--- src/rtl/obuf_rd_ctrl.sv ---
// Output-buffer read controller: walks the frame buffer in step with display
// requests and presents each pixel, RGB565 and RGB888, two enabled cycles later.
module obuf_rd_ctrl #(
    parameter int FRAME_PIXELS = 130560,
    parameter int ADDR_W       = 17
) (
    input  logic              iClk,
    input  logic              wRsn,
    input  logic              wEnClk,
    input  logic              wStCnn,
    input  logic              wDispDe,
    input  logic [15:0]       wOBufRdDt,
    output logic              wOBufRdEn,
    output logic [ADDR_W-1:0] wOBufRdAddr,
    output logic [15:0]       wPixRgb565,
    output logic [23:0]       wPixRgb888,
    output logic              wPixValid,
    output logic              wFrameDone,
    output logic              wRdBusy
);

    typedef enum logic [1:0] {
        IDLE   = 2'd0,
        ACTIVE = 2'd1,
        DONE   = 2'd2
    } state_t;

    localparam logic [ADDR_W-1:0] LAST_ADDR = ADDR_W'(FRAME_PIXELS - 1);

    state_t            state_q, state_d;
    logic [ADDR_W-1:0] cnt_q, cnt_d;
    logic              rd_vld_p1_q, rd_vld_p1_d;
    logic              frame_done_q, frame_done_d;
    logic [15:0]       pix_p2_q, pix_p2_d;
    logic              pix_vld_p2_q, pix_vld_p2_d;
    logic              rd_en;
    logic [ADDR_W-1:0] rd_addr;
    logic              rd_last;

    always_comb begin
        // wRsn gates the strobe so no read can escape while reset is held
        rd_en   = wRsn & wEnClk & wDispDe & ((state_q == ACTIVE) | wStCnn);
        rd_addr = wStCnn ? '0 : cnt_q;
        rd_last = (rd_addr == LAST_ADDR);

        state_d      = state_q;
        cnt_d        = cnt_q;
        rd_vld_p1_d  = rd_vld_p1_q;
        frame_done_d = frame_done_q;
        pix_p2_d     = pix_p2_q;
        pix_vld_p2_d = pix_vld_p2_q;

        if (wEnClk) begin
            rd_vld_p1_d  = rd_en;
            frame_done_d = rd_en & rd_last;
            pix_vld_p2_d = rd_vld_p1_q;
            if (rd_vld_p1_q) begin
                pix_p2_d = wOBufRdDt;
            end

            if (rd_en) begin
                cnt_d = rd_last ? '0 : rd_addr + ADDR_W'(1);
            end else if (wStCnn) begin
                cnt_d = '0;
            end

            // Pipelined reads are never flushed; a restart only moves the counter
            unique case (state_q)
                IDLE, DONE: begin
                    if (rd_en && rd_last) state_d = DONE;
                    else if (wStCnn)      state_d = ACTIVE;
                end
                ACTIVE: begin
                    if (rd_en && rd_last) state_d = DONE;
                end
                default: state_d = IDLE;
            endcase
        end
    end

    always_ff @(posedge iClk or negedge wRsn) begin
        if (!wRsn) begin
            state_q      <= IDLE;
            cnt_q        <= '0;
            rd_vld_p1_q  <= 1'b0;
            frame_done_q <= 1'b0;
            pix_p2_q     <= '0;
            pix_vld_p2_q <= 1'b0;
        end else begin
            state_q      <= state_d;
            cnt_q        <= cnt_d;
            rd_vld_p1_q  <= rd_vld_p1_d;
            frame_done_q <= frame_done_d;
            pix_p2_q     <= pix_p2_d;
            pix_vld_p2_q <= pix_vld_p2_d;
        end
    end

    assign wOBufRdEn   = rd_en;
    assign wOBufRdAddr = rd_addr;
    assign wPixRgb565  = pix_p2_q;
    assign wPixRgb888  = {pix_p2_q[15:11], pix_p2_q[15:13],
                          pix_p2_q[10:5],  pix_p2_q[10:9],
                          pix_p2_q[4:0],   pix_p2_q[4:2]};
    assign wPixValid   = pix_vld_p2_q;
    assign wFrameDone  = frame_done_q;
    assign wRdBusy     = (state_q == ACTIVE);

endmodule
--- config.mk ---
export PLATFORM = sky130hd
export DESIGN_NAME = obuf_rd_ctrl
export DESIGN_NICKNAME = d
export VERILOG_FILES = /design/src/rtl/obuf_rd_ctrl.sv
export SDC_FILE = /design/constraint.sdc
export NUM_CORES = 1
export LEC_CHECK = 0
export CORE_MARGIN = 2
export CORE_UTILIZATION = 35
export DETAILED_ROUTE_END_ITERATION = 8
export PLACE_DENSITY = 0.68
export SLEW_MARGIN = 5
export SYNTH_ARGS = -nofsm -noshare
export SYNTH_HDL_FRONTEND = slang
export SYNTH_SLANG_ARGS = --single-unit
--- constraint.sdc ---
create_clock -name iClk -period 1.9 [get_ports iClk]
set_input_delay 0.38 -clock iClk [delete_from_list [all_inputs] [get_ports iClk]]
set_output_delay 0.38 -clock iClk [all_outputs]
set_load 0.1 [all_outputs]
# Word-level counts from Yosys, hierarchy flattened
# Cells that the tools add are included.
word_totals:
  register_bits: 38
  output_inout_bits: 61
  word_cells: 29
op_classes:
  add_sub_neg: 1
  n_eq_ne: 5
  n_mux: 7
  bitwise_logic: 5
  reduce_logical: 5
ops:
  columns: ["operator", "n"]
  rows:
  - ["2-to-1 mux 17 bit", 3]
  - ["adder 17 x 1 -> 17 bit, second input constant", 1]
  - ["== test 17 bit, second input constant", 1]
  - ["2-to-1 mux 2 bit", 3]
  - ["bitwise AND 1 bit", 4]
  - ["one-hot mux 2 bit (2 select lines)", 1]
  - ["!= test 3 bit, second input constant", 1]
  - ["AND reduction 3 bit", 1]
  - ["== test 2 x 1 -> 1 bit, second input constant", 1]
  - ["== test 2 bit, second input constant", 1]
  - ["logical NOT 2 bit", 1]
  - ["!= test 2 x 1 -> 1 bit, second input constant", 1]
  - ["AND reduction 2 bit", 1]
  - ["OR reduction 2 bit", 1]
  - ["logical AND 1 bit", 1]
  - ["bitwise OR 1 bit", 1]

# Longest topological paths before layout
# Gate-level depths: netlist of the first run.
logic_depth:
  depth_word: 6
  mapped_depth: 11

# Least setup slack after synthesis of the first run
# Ideal clock, no wire load.
synth_path:
  kind: "input port to flip-flop"
  start: "in wStCnn"
  end: "reg cnt_q[9]"
  arrival_ps: 3760
  slack_ps: -1984
  cell_stages: 11
  n_path_buf: 4
  path_cell_list: "buf_6 > clkbuf_1 > clkbuf_1 > nor2b_1 > ha_1 > inv_1 > nor4_4 > buf_6 > a21oi_1 > and3_1 > a211o_1"
synth_between:
  elab_chain_cells: 4
synth_rtl:
  columns: ["item", "line", "source"]
  rows:
  - ["start: declaration", "10", "input logic wStCnn,"]
  - ["2-to-1 mux 17 bit (*)", null, null]
  - ["net wOBufRdAddr[0]", "14", "output logic [ADDR_W-1:0] wOBufRdAddr,"]
  - ["adder 17 x 1 -> 17 bit / == test 17 bit (equally long branches)", "62, 44", null]
  - ["2-to-1 mux 17 bit (*)", "62", "cnt_d = rd_last ? '0 : rd_addr + ADDR_W'(1);"]
  - ["2-to-1 mux 17 bit (*)", "61", "if (rd_en) begin"]
  - ["end signal: assignment", "91", "cnt_q <= cnt_d;"]
  - ["end: declaration", "31", "logic [ADDR_W-1:0] cnt_q, cnt_d;"]
# Mark *: on every way through the listed nets, which the timed path passes. The rest lies on a longest branch.
# A chain may end at the register's enable or synchronous reset.

# Worst setup path after layout of the first run
layout_path:
  start: "reg state_q[1]"
  end: "out wOBufRdEn"
layout_between:
  elab_chain_cells: 3
layout_rtl:
  columns: ["item", "line", "source"]
  rows:
  - ["start: declaration", "30", "state_t state_q, state_d;"]
  - ["start signal: assignment", "90", "state_q <= state_d;"]
  - ["== test 2 x 1 -> 1 bit", "42", "rd_en = wRsn & wEnClk & wDispDe & ((state_q == ACTIVE) | wStCnn);"]
  - ["bitwise OR 1 bit", "42", null]
  - ["bitwise AND 1 bit", "42", null]
  - ["end: declaration", "13", "output logic wOBufRdEn,"]
# Every way passes these cells.

==> results of run 1 <==
==> registers in the layout, summed over array words and instances, names as in the netlist <==
register	flops
rd_vld_p1_q	1
wPixRgb565	16
wPixValid	1
wFrameDone	1
cnt_q	17
state_q	2
==> timing repair <==
| action | in CTS | in global routing |
|---|---|---|
| buffers inserted | 8 | 2 |
| hold endpoints to repair | 0 | 0 |
| hold buffers | 0 | 0 |
| pin swaps | 3 | 4 |
| endpoints found under the setup margin | 27 | 9 |
| resized for setup | 14 | 9 |
==> per-stage QoR <==
stage,utilization,hold slack (ns),setup WS (ns),area [sq um]
2_1_floorplan,-,0.0844,-0.723,2270
5_1_grt,0.652,0.209,-0.0942,3910
3_3_place_gp,0.604,0.467,-0.485,3620
3_5_place_dp,0.604,0.474,-0.523,3620
4_1_cts,0.646,0.180,-0.00101,3870
6_report,0.652,0.170,-0.0173,3910
==> cells by family after synthesis <==
group / synth area share
AND/OR/NAND/NOR: 0.211
adder cells (fa/ha/maj): 0.00570
AO/OA/AOI/OAI: 0.117
XOR/XNOR: 0.00798
buffers and inverters: 0.125
flip-flops: 0.433
multiplexers: 0.100
==> cells in the final DEF, fill, tap and decap left out, types with 7 or more instances in the layout <==
cell type and instances:
a21oi_1 10, buf_12 47, buf_4 56, clkdlybuf4s50_1 16, dfrtp_1 38, inv_1 7
mux2_2 16, nand2_1 20, nor2_1 9, nor2b_1 8
==> area by class of cell <==
class	instances	area share
repair buffers	129	0.414
clock buffers	6	0.0211
clock inverters	2	0.0154
inverters	8	0.00832
well taps	75	0.0240
multi-input cells	141	0.274
flip-flops and latches	38	0.243
==> per-layer routing <==
layer  up-vias  track usage
li1        962            -
met1      1002        0.229
met2        97        0.296
met3         7       0.0457
met4         0       0.0507
met5         -            0
==> final timing paths <==
check | start | to | cells past startpoint
min reg2reg | rd_vld_p1_q | rd_vld_p1_q | 1
min | wRsn | cnt_q[4] | 2
max reg2reg | state_q[1] | cnt_q[14] | 6
max | state_q[1] | wOBufRdEn | 6
min in group iClk | rd_vld_p1_q | rd_vld_p1_q | 1
max in group asynchronous | wRsn | cnt_q[14] | 2
==> power breakdown <==
group | total [mW] | switching [mW] | internal [mW]
Combinational | 3.28 | 2.29 | 0.989
Clock | 0.860 | 0.300 | 0.560
Sequential | 1.13 | 0.199 | 0.931
Total | 5.27 | 2.79 | 2.48
==> run_results.csv, run 1 <==
group,metric,value,unit
final_layout,final_cells,399,
worst_hold_path,hp-class,"in2async",
worst_setup_path,cp_slowest_cell,"dfrtp_1",
sta,tns,-0.0290,ns
job,max_cap_violations,0,
clock_tree,clk_latency,0.29,ns
sta,worst_slew_pin_slew,0.501,ns
clock_tree,root_buffer,"clkbuf_8",
yosys,synth_flop_cell,"dfrtp_1",
power,p_leak,1.79,nW
run_status,status,"finished, violations left",
die,die_w,83.2,um
global_route,gr-total-overflow,0,
die,design.die.area,0.00692,sq mm
worst_setup_path,end_kind,"output port",
worst_setup_path,start_kind,"register",
yosys,synthesis.nets,245,
yosys,yosysWarnings,0,
worst_setup_path,cpLargestDelayFamily,"buffers and inverters",
final_layout,drive_gt1_frac,0.488,
placed_design,gp_congestion,0.839,
placed_design,place.port_buffers,81,
global_route,grt_max_degree,39,
clock_tree,clockBufferDepth,2,
placed_design,post-dp-hpwl,4.41,mm
yosys,synth_top_area_frac,0.433,
detailed_routing,met2_length,3.04,mm
yosys,synthTopCellsByArea,"dfrtp_1 43%, buf_4 8.5%, mux2_2 8.2%",
detailed_routing,via_count,2068,
yosys,syn_inst,223,
yosys,yosys-top-cells-count,"38 x dfrtp_1, 25 x buf_4, 20 x nand2_1",
clock_tree,tritoncts,"done",
yosys,ys_types,45,
final_layout,seqCellArea,951,sq um
sta,drv_slew,0,
worst_setup_path,rrSetupSlack,-0.01,ns
sta,rsz0062_at_grt,"true",
clock_tree,clk_pin_slew,0.08,ns
detailed_routing,drc,0,
detailed_routing,totalWireLength,6.22,mm
worst_setup_path,cp_num_buf_inv,4,
worst_setup_path,slowest_delay,0.40,ns
global_route,grt_pass1_vias,2027,
final_layout,multiInputGateArea,0.00107,sq mm
power,powerDensity,1350,mW/mm^2
placed_design,placedCellCount,381,
detailed_routing,met1_length,2.65,mm
detailed_routing,highest_layer,"met4",
yosys,synth-async-reset-ratio,1.00,
final_layout,n_antenna_cell,0,
global_route,track_usage,0.178,
detailed_routing,drt_iter0_drc,108,
sta,fmax,522,MHz
sta,fin_crit_sh,1.01,
clock_tree,htreeDepth,2,
power,ir_drop,1.20,mV
power,finalPower,5.27,mW
detailed_routing,via_per_inst,5.18,
worst_setup_path,crit_chain,"buf_6 > nand2b_4 > buf_6 > a21oi_4 > buf_6 > buf_12",
detailed_routing,dr.pass1.iters,4,
global_route,grt_pass1_wl,10.1,mm
detailed_routing,drtAntennaViolNets,0,
worst_setup_path,crit_type,"reg2out",
global_route,antenna_found_initial,0,
yosys,ys_seq_area_frac,0.433,
sta,setup_viol,2,
worst_setup_path,crit_fanout,3,
sta,fin_ws,-0.0173,ns
detailed_routing,route.met3.wl,463,um
yosys,syn_area_per_cell,9.85,sq um
die,io_pins,82,
run_status,failed_checks,"setup timing",
sta,period_needed,1.92,ns
sta,slew_headroom,0.666,
yosys,ys_ff_latch,38,
detailed_routing,wl_per_cell,15.6,um
final_layout,area_delta_synth_final,78.0,%
yosys,synth.most_common_cell,"dfrtp_1",
final_layout,fillCellCount,455,
sta,fin_skew,0.00233,ns
clock_tree,cts_buffers,5,
clock_tree,clock_sinks,38,
worst_setup_path,cpMostUsedCell,"buf_6",
die,fp.dieH,83.2,um
die,initial_core_util,0.367,
worst_setup_path,crit_arrival,1.54,ns
yosys,synth_top_area_cell,"dfrtp_1",
die,rows,28,
final_layout,fin_nets,345,
sta,hold_viol,0,
yosys,netlist_area,0.00220,sq mm
yosys,synth-edff-count,0,
worst_setup_path,crit_required,1.52,ns
die,core_area,0.00599,sq mm
No activity file was read; power rests on OpenSTA's default activity.
==> inputs of run 2 (changes only) <==
Settings changed: CORE_MARGIN 2 to 10.
==> run 2 against run 1 <==
Compared with the run above: the flow still finishes with violations (setup timing); non-clock buffer count increased by 2; clock skew increased by 0.0061 ns; combinational power increased by 4%; first-iteration DRC count increased by 46%; largest cell class unchanged.
==> run_results.csv, run 2 (synthesis gave the netlist of run 1 again) <==
group,metric,value,unit
die,fp.dieH,99.2,um
sta,hold_viol,0,
run_status,failed_checks,"setup timing",
die,design.die.area,0.00984,sq mm
worst_setup_path,crit_required,1.52,ns
worst_setup_path,start_kind,"register",
global_route,track_usage,0.128,
worst_setup_path,crit_arrival,1.54,ns
clock_tree,htreeDepth,2,
sta,fin_skew,0.00847,ns
die,initial_core_util,0.367,
placed_design,placedCellCount,382,
power,switching_power,2.83,mW
sta,setup_viol,2,
clock_tree,clk_latency,0.30,ns
detailed_routing,drt_iter0_drc,158,
clock_tree,clock_sinks,38,
detailed_routing,drc,0,
power,finalPower,5.15,mW
power,combPwrFrac,0.661,
detailed_routing,drtAntennaViolNets,0,
final_layout,layout_common_cells,"54 x buf_12, 50 x buf_4, 38 x dfrtp_1, 20 x nand2_1",
final_layout,fillCellCount,444,
power,ir_drop,1.21,mV
worst_setup_path,cp-endpoint,"wOBufRdEn",
worst_setup_path,cp_slowest_cell,"dfrtp_1",
sta,worst_slew_pin_slew,0.488,ns
worst_setup_path,crit_type,"reg2out",
job,max_cap_violations,0,
global_route,grt_pass1_vias,1985,
power,p_leak,1.81,nW
detailed_routing,via_count,2042,
clock_tree,tritoncts,"done",
clock_tree,cts_buffers,5,
sta,period_needed,1.92,ns
worst_setup_path,rr_worst_depth,6,
clock_tree,root_buffer,"clkbuf_8",
placed_design,gp_congestion,0.860,
global_route,gr-total-overflow,0,
clock_tree,clockBufferDepth,2,
die,io_pins,82,
sta,fin_crit_sh,1.01,
final_layout,final_area,0.00398,sq mm
power,seqPwrFrac,0.223,
clock_tree,clk_pin_slew,0.08,ns
sta,rsz0062_at_grt,"true",
placed_design,place.port_buffers,81,
final_layout,fin_nets,347,
final_layout,drive_gt1_frac,0.488,
final_layout,final_cells,402,
worst_setup_path,r2r-start,"state_q[1]",
power,swShare,0.550,
final_layout,regMostFlops,"cnt_q",
placed_design,placed_cell_area,0.00371,sq mm
final_layout,area_delta_synth_final,81.0,%
die,die_w,99.2,um
die,rows,28,
detailed_routing,dr.pass1.iters,4,
sta,fmax,521,MHz
placed_design,post-dp-hpwl,5.02,mm
worst_setup_path,crit_chain,"buf_6 > nand2b_4 > buf_6 > a21oi_4 > buf_6 > buf_12",
final_layout,layout_commonest_cell,"buf_12",
power,intPower,2.32,mW
power,powerDensity,1300,mW/mm^2
worst_setup_path,rrSetupSlack,-0.01,ns
detailed_routing,wl_per_cell,16.5,um
sta,drv_slew,0,
final_layout,utilization,0.664,
global_route,antenna_found_initial,0,
worst_setup_path,cpMostUsedCell,"buf_6",
worst_setup_path,slowest_delay,0.40,ns
power,clkPwrFrac,0.115,
run_status,status,"finished, violations left",
worst_setup_path,r2r-end,"cnt_q[14]",
worst_setup_path,startpoint,"state_q[1]",
die,core_area,0.00599,sq mm
global_route,grt_max_degree,39,
worst_setup_path,crit_fanout,2,
sta,slew_headroom,0.675,
worst_hold_path,hp-class,"in2async",
detailed_routing,totalWireLength,6.64,mm
sta,fin_ws,-0.0206,ns
detailed_routing,via_per_inst,5.08,
global_route,grt_pass1_wl,10.5,mm
final_layout,largest_reg_flops,17,
worst_setup_path,end_kind,"output port",
run 2: cell types whose count changed in the layout (fill, tap and decap cells not counted), sizes merged:
cell and delta:
clkinv +1, diode +1, clkbuf -1, bufinv -2, buf +2, clkdlybuf4s15 +1, clkinvlp +1
run 2: timing repair:
item                                    in CTS  in global routing
setup buffers                                9                  2
resized for setup                           14                  9
endpoints found under the hold margin        0                  0
pin swaps                                    6                  5
hold buffers                                 0                  0
endpoints found under the setup margin      27                  5
run 2: per-stage QoR:
step / setup slack, ns / hold WS [ns] / setup TNS [ns]
floorplan: -0.723 / 0.0844 / -15.69
global placement: -0.470 / 0.461 / -7.59
detailed placement: -0.557 / 0.477 / -8.81
CTS: 0.000102 / 0.176 / 0
global route: -0.0794 / 0.192 / -0.190
finish: -0.0206 / 0.157 / -0.0298
run 2: worst min path at each step:
stage	from	end	slack, ns	cells after the start
global placement	rd_vld_p1_q	rd_vld_p1_q	0.46	1
CTS	wRsn	wPixRgb565[10]	0.18	2
global route	wRsn	cnt_q[3]	0.19	2
finish	wRsn	cnt_q[1]	0.16	2
detailed placement	rd_vld_p1_q	rd_vld_p1_q	0.48	1
floorplan	wRsn	cnt_q[0]	0.08	0
run 2: critical path: cells and delay by family, from the launching register on:
family          cells  cell delay [ns]
simple gates        1             0.15
flops               1             0.40
buf+inv             4             0.54
compound gates      1             0.15
run 2: layer usage:
metal,vias up,routed length (um),GRT usage
li1,964,-,-
met1,992,2880,0.159
met2,81,3100,0.201
met3,5,604,0.0519
met4,0,59,0.0331
met5,-,0,0
run 2: cell type report:
type | count | area, sq um | area share
timing repair buffer | 131 | 1730 | 0.435
tap | 75 | 93.8 | 0.0236
clock inverter | 2 | 12.5 | 0.00315
multi-input combinational | 141 | 1070 | 0.269
antenna | 1 | 2.50 | 0.000630
inverter | 8 | 32.5 | 0.00818
sequential | 38 | 951 | 0.239
clock buffer | 6 | 82.6 | 0.0208
run 2: power groups by stage:
stage / Clock, mW / Sequential (mW) / Combinational [mW]
global route: 0.656 / 1.17 / 3.48
CTS: 0.619 / 1.16 / 3.42
global placement: 0 / 1.16 / 3.38
detailed placement: 0 / 1.18 / 3.39
finish: 0.594 / 1.15 / 3.41
floorplan: 0 / 1.80 / 1.68
==> inputs of run 3 (changes only) <==
Settings changed: SKIP_LAST_GASP set to 1.
==> results of run 3 <==
Same layout as run 2: the final DEF is identical, and so are final timing and power.
